File: src/rtl/serial_adder.sv
// Bit-serial adder: WIDTH+1 cycles from accepted start to a one-cycle done; start is ignored while busy.
// Optional signed-overflow output ovf, enabled by defining SERIAL_ADDER_OVF_EN.
module serial_adder #(
  parameter int WIDTH = 8
) (
  input  logic             clk,
  input  logic             rst_n,
  input  logic             start,
  input  logic [WIDTH-1:0] a,
  input  logic [WIDTH-1:0] b,
  input  logic             cin,
  output logic             busy,
  output logic             done,
  output logic [WIDTH-1:0] sum,
`ifdef SERIAL_ADDER_OVF_EN
  output logic             ovf,
`endif
  output logic             cout
);

  localparam int CW = (WIDTH > 2) ? $clog2(WIDTH) : 1;
  localparam logic [CW-1:0] LAST_BIT = CW'(WIDTH - 1);

  typedef enum logic [1:0] {IDLE, SHIFT, DONE} state_t;

  state_t           state_q;
  logic [WIDTH-1:0] a_q, b_q, res_q, sum_q;
  logic [CW-1:0]    cnt_q;
  logic             carry_q, cout_q, busy_q, done_q;
  logic             fa_s, fa_c;
  logic [WIDTH-1:0] res_d;
`ifdef SERIAL_ADDER_OVF_EN
  logic             ovf_q;
  logic             ovf_d;
`endif

  assign fa_s  = a_q[0] ^ b_q[0] ^ carry_q;
  assign fa_c  = (a_q[0] & b_q[0]) | (a_q[0] & carry_q) | (b_q[0] & carry_q);
  assign res_d = {fa_s, res_q[WIDTH-1:1]};
`ifdef SERIAL_ADDER_OVF_EN
  // On the last bit the operand LSBs are the original MSBs.
  assign ovf_d = (a_q[0] == b_q[0]) && (fa_s != a_q[0]);
`endif

  always_ff @(posedge clk or negedge rst_n) begin
    if (!rst_n) begin
      state_q <= IDLE;
      a_q     <= '0;
      b_q     <= '0;
      res_q   <= '0;
      sum_q   <= '0;
      cnt_q   <= '0;
      carry_q <= 1'b0;
      cout_q  <= 1'b0;
      busy_q  <= 1'b0;
      done_q  <= 1'b0;
`ifdef SERIAL_ADDER_OVF_EN
      ovf_q   <= 1'b0;
`endif
    end else begin
      case (state_q)
        IDLE, DONE: begin
          done_q <= 1'b0;
          if (start) begin
            a_q     <= a;
            b_q     <= b;
            carry_q <= cin;
            cnt_q   <= '0;
            busy_q  <= 1'b1;
            state_q <= SHIFT;
          end else begin
            state_q <= IDLE;
          end
        end
        SHIFT: begin
          a_q     <= a_q >> 1;
          b_q     <= b_q >> 1;
          carry_q <= fa_c;
          res_q   <= res_d;
          cnt_q   <= cnt_q + CW'(1);
          if (cnt_q == LAST_BIT) begin
            sum_q   <= res_d;
            cout_q  <= fa_c;
`ifdef SERIAL_ADDER_OVF_EN
            ovf_q   <= ovf_d;
`endif
            busy_q  <= 1'b0;
            done_q  <= 1'b1;
            state_q <= DONE;
          end
        end
        default: begin
          busy_q  <= 1'b0;
          done_q  <= 1'b0;
          state_q <= IDLE;
        end
      endcase
    end
  end

  assign busy = busy_q;
  assign done = done_q;
  assign sum  = sum_q;
  assign cout = cout_q;
`ifdef SERIAL_ADDER_OVF_EN
  assign ovf  = ovf_q;
`endif

endmodule

File: config.mk
export PLATFORM = sky130hd
export DESIGN_NAME = serial_adder
export DESIGN_NICKNAME = d
export VERILOG_FILES = /design/src/rtl/serial_adder.sv
export SDC_FILE = /design/constraint.sdc
export NUM_CORES = 1
export LEC_CHECK = 0
export ABC_AREA = 0
export CELL_PAD_IN_SITES_DETAIL_PLACEMENT = 0
export CELL_PAD_IN_SITES_GLOBAL_PLACEMENT = 1
export CORE_MARGIN = 4
export CORE_UTILIZATION = 37
export DETAILED_ROUTE_END_ITERATION = 10
export PLACE_DENSITY_LB_ADDON = 0.1
export SYNTH_ARGS = -nofsm -noshare
export SYNTH_HDL_FRONTEND = slang
export SYNTH_SLANG_ARGS = --single-unit
File: constraint.sdc
create_clock -name clk -period 4.6 [get_ports clk]
set_input_delay 0.69 -clock clk [delete_from_list [all_inputs] [get_ports clk]]
set_output_delay 0.69 -clock clk [all_outputs]
set_load 0.005 [all_outputs]
* Word-level counts from Yosys, hierarchy flattened
Index checks and enable logic that the tools add are counted.
** Operators by class
- Reduce and logical (&&, ||, !) cells :: 6
- Add/sub/neg operators :: 1
- Multiplexer cells :: 16
- Equality and inequality tests :: 5
- Bitwise gates (word level) :: 7
** Operators by type and width (number)
- 8-bit case mux with 2 select lines :: 2
- 8-bit two-way mux :: 2
- 1-bit two-way mux :: 6
- 3-bit case mux with 2 select lines :: 1
- 2-bit AND reduction :: 3
- 2-bit != test, second input constant :: 2
- 1-bit case mux with 2 select lines :: 2
- 2-bit case mux with 2 select lines :: 1
- 3-bit by 1-bit adder with 3-bit output, second input constant :: 1
- 1-bit bitwise AND :: 3
- 3-bit equality test, second input constant :: 1
- 3-bit two-way mux :: 1
- 2-bit by 1-bit equality test with 1-bit output, second input constant :: 1
- 2-bit equality test, second input constant :: 1
- 2-bit logical NOT :: 1
- 2-bit two-way mux :: 1
- 1-bit OR :: 2
- 2-bit nonzero test :: 1
- 2-bit OR reduction :: 1
- 1-bit bitwise XOR :: 2
** Word-level totals
- Bits in registers :: 41
- Word-level logic and storage cells :: 45
- Output and inout bits :: 11
- Bits of input ports :: 20

* Logic depth before layout (Yosys ltp)
- Word-level depth :: 4
- Depth in mapped cells :: 6
- Mapped depth without buffers :: 5

* Least setup slack after synthesis
OpenSTA, ideal clock, no wires.
- Kind :: reg-to-reg
- Start :: register cnt_q[0]
- End :: register cout_q, in the netlist cout
- Setup time :: 0.125 ns
- Required time :: 4.475 ns
- Path slack :: 3.154 ns
- Cell stages (with the launch flop) :: 6
- Buffers on the path :: 1
- Arrival :: 1.321 ns
- Clock period less this slack :: 1.446 ns
- Path through :: dfrtp_1 ha_1 ha_1 nand3b_2 buf_6 mux2_4
** Between the ends
- Word-level cells in the longest chain between the ends :: 2
** RTL lines
- from (decl) :: RTL line 28 : logic [CW-1:0] cnt_q;
- from (signal assigned) :: RTL line 80 : cnt_q <= cnt_q + CW'(1);
- 3-bit equality test :: RTL line 81 : if (cnt_q == LAST_BIT) begin
- 2-bit AND reduction (no line)
- to (signal assigned) :: RTL line 54 : cout_q <= 1'b0;
- to (signal assigned) :: RTL line 83 : cout_q <= fa_c;
- to (decl) :: RTL line 29 : logic carry_q, cout_q, busy_q, done_q;
No other way between the ends.
A chain may end at the register's enable or synchronous reset.

* Worst setup path in the final report
- Start :: register done_q, in the netlist done
- End :: output done
** RTL lines
- from (decl) :: RTL line 29
- from (signal assigned) :: RTL line 56 : done_q <= 1'b0;
- from (signal assigned) :: RTL line 63 : done_q <= 1'b0;
- from (signal assigned) :: RTL line 88 : done_q <= 1'b1;
- to (decl) :: RTL line 13 : output logic done,
No word-level cell between the ends.

==> flow_summary.toml <==
[run_status]
status = "complete, no violations"

[global_routing]
gr-total-overflow = 0
grt_pass1_wl_microns = 5820
antenna_found_initial = 0
grtUsageTotal = 0.119
grt_pass1_vias = 1247
grt_max_degree = 40

[timing]
setup-violations-final = 0
period_needed_ns = 2.49
fin_tns_setup_ns = 0
worstMarginPinSlew_ns = 0.972
clock_skew_ns = 0.00355
max_slew_margin = 0.352
fmax_mhz = 402
finalMaxSlewViolations = 0
rsz0062_at_grt = "false"
hold_viol = 0
post-route-period-util = 0.541

[yosys]
syn_area_sq_um = 1880
syn_nets = 170
synth_seq_area_share = 0.519
synthTopCellsByArea = "dfrtp_1 (52%), mux2_4 (9.6%), mux2i_1 (5.9%), a211oi_1 (3.6%), buf_6 (3.6%)"
yosysTopAreaCell = "dfrtp_1"
netlist_instances = 147
synth_top_area_frac = 0.519
syn_avg_cell_area_sq_um = 12.8
synth.distinct_cells = 24
synth-seq-cells = 39
synth_warnings = 0

[power]
p_sw_frac = 0.322
combPwrFrac = 0.401
p_sw_uw = 468
power_uw = 1450
irDropWorstVdd_v = 0.000221
clkPwrFrac = 0.150
p_seq_frac = 0.450
p_leak_uw = 0.000954
internal_power_uw = 985
p_per_area_nw_per_um2 = 647

[detailed_routing]
final_antenna_net_count = 0
routed_via_density = 4.83
dr.pass1.iters = 2
finalWirelength_microns = 3390
drcViolationCount = 0
drtIter0Drc = 47
wl_per_cell_microns = 14.1
vias = 1160

[setup_path]
timing.critical_path.from = "done"
reg2reg_depth = 2
path_cells = "clkdlybuf4s50_1"
crit_buf_inv = 1
slowest_stage = "dfrtp_1"
cpPeakStageDelay_ns = 0.86
cp.depth = 1
r2r_slack_ns = 2.54
critPathRequiredTime_ns = 3.91
path_class = "reg2out"
crit_arrival_ns = 1.80
cp-end-kind = "output pin"
crit_end = "done"
critical_path.max_fanout = 18
start_kind = "flip-flop"
r2r_end = "sum[4]"
cp_top_family = "flip-flops"
r2r_start = "state_q[0]"

[flow_run]
drv_cap = 0

[floorplan]
die_h_microns = 79.3
core_sq_um = 4820
start_util = 0.391
die_x_microns = 79.3
dieArea_sq_um = 6290
ios = 31
std_cell_rows = 25

[placement]
hpwlAfterDp_microns = 2320
gp_congestion = 0.658
port_buffers = 30

[cts]
clk_path_buf_depth = 2
clock_sinks = 39
clk_latency_ns = 0.28
cts_resized = 0
clkTransAtPathRegs_ns = 0.07
hold_buffers = 0
htree_levels = 2
cts_tree = "done"
cts.root.buffer_cell = "clkbuf_8"
cts_setup_buffers = 0
cts_made_buffers = 5

[worst_hold_path]
hold_path_class = "reg2reg"

[cells_and_area]
area_growth_pct = 19.3
nNetsFinal = 195
layout_common_cells = "dfrtp_1 (39), clkdlybuf4s50_1 (29), mux2_4 (12)"
diodes = 0
final_common_cell = "dfrtp_1"
drive_gt1_frac = 0.197
==> kinds of logic (layout without fill, tap and decap cells) <==
group	count (synthesis)	count (layout)	synth area share
XOR/XNOR	1	1	0.00466
flip-flops	39	39	0.519
buffers and inverters	19	45	0.0658
AND/OR/NAND/NOR	19	19	0.0645
AO/OA/AOI/OAI	37	37	0.132
adder cells (fa/ha/maj)	3	3	0.0239
multiplexers	29	29	0.190
==> synthesized netlist by cell type <==
cell type and instances:
o22ai_1 6, xnor2_1 1, a211oi_1 9, a22o_1 3
inv_1 7, nand2b_1 1, nand3b_2 1, mux2_4 12
nand3_1 2, buf_6 6, ha_1 2, nand2_1 1
a21oi_1 9, nand2b_4 1, buf_2 6, and2_4 1
mux2_2 6, fa_1 1, nor2b_1 9, a21oi_2 6
o21ai_0 4, dfrtp_1 39, nor2_1 3, mux2i_1 11
==> area by class of cell <==
type | instances | area, sq um
fillers | 467 | 2570
flip-flops and latches | 39 | 976
multi-input cells | 89 | 782
repair buffers | 30 | 295
well taps | 67 | 83.8
clock buffers | 7 | 76.3
inverters | 7 | 26.3
clock inverters | 1 | 5.00
==> stage by stage <==
stage	instance area, sq um	setup slack, ns	instances	hold WS (ns)	util
after floorplan	1880	3.15	147	0.394	-
after global placement	2160	2.10	232	0.490	0.449
after detailed placement	2160	2.01	232	0.500	0.449
after CTS	2240	2.06	240	0.517	0.466
after global routing	2240	2.00	240	0.523	0.466
final	2240	2.11	240	0.513	0.466
==> routing by layer <==
layer  vias to the layer above  GRT usage  part of all wire
met1                       562      0.145              0.45
met2                        24      0.198              0.49
li1                        567          -                 -
met4                         0     0.0464             0.014
met3                         7     0.0351             0.042
met5                         -          0                 0
==> registers in the layout (all words and copies together), names as in the netlist, 3 cells and up <==
name,cells
a_q,8
b_q,8
cnt_q,3
res_q,7
sum,8
==> power groups by stage <==
stage	clock [uW]	combinational, uW	sequential (uW)
after floorplan	0	495	603
after global placement	0	567	656
after detailed placement	0	591	664
after CTS	228	595	656
after global routing	247	649	680
final	217	582	653
==> worst min path at each step <==
stage / cells past startpoint / end / slack (ns) / start
3_3_place_gp: 1 / sum[0] / 0.49 / res_q[1]
2_1_floorplan: 0 / a_q[0] / 0.39 / rst_n
4_1_cts: 1 / sum[3] / 0.52 / sum[3]
3_5_place_dp: 1 / sum[3] / 0.50 / sum[3]
6_report: 1 / sum[3] / 0.51 / sum[3]
5_1_grt: 1 / sum[3] / 0.52 / sum[3]
Note: power is estimated with default switching activity, not from simulation.
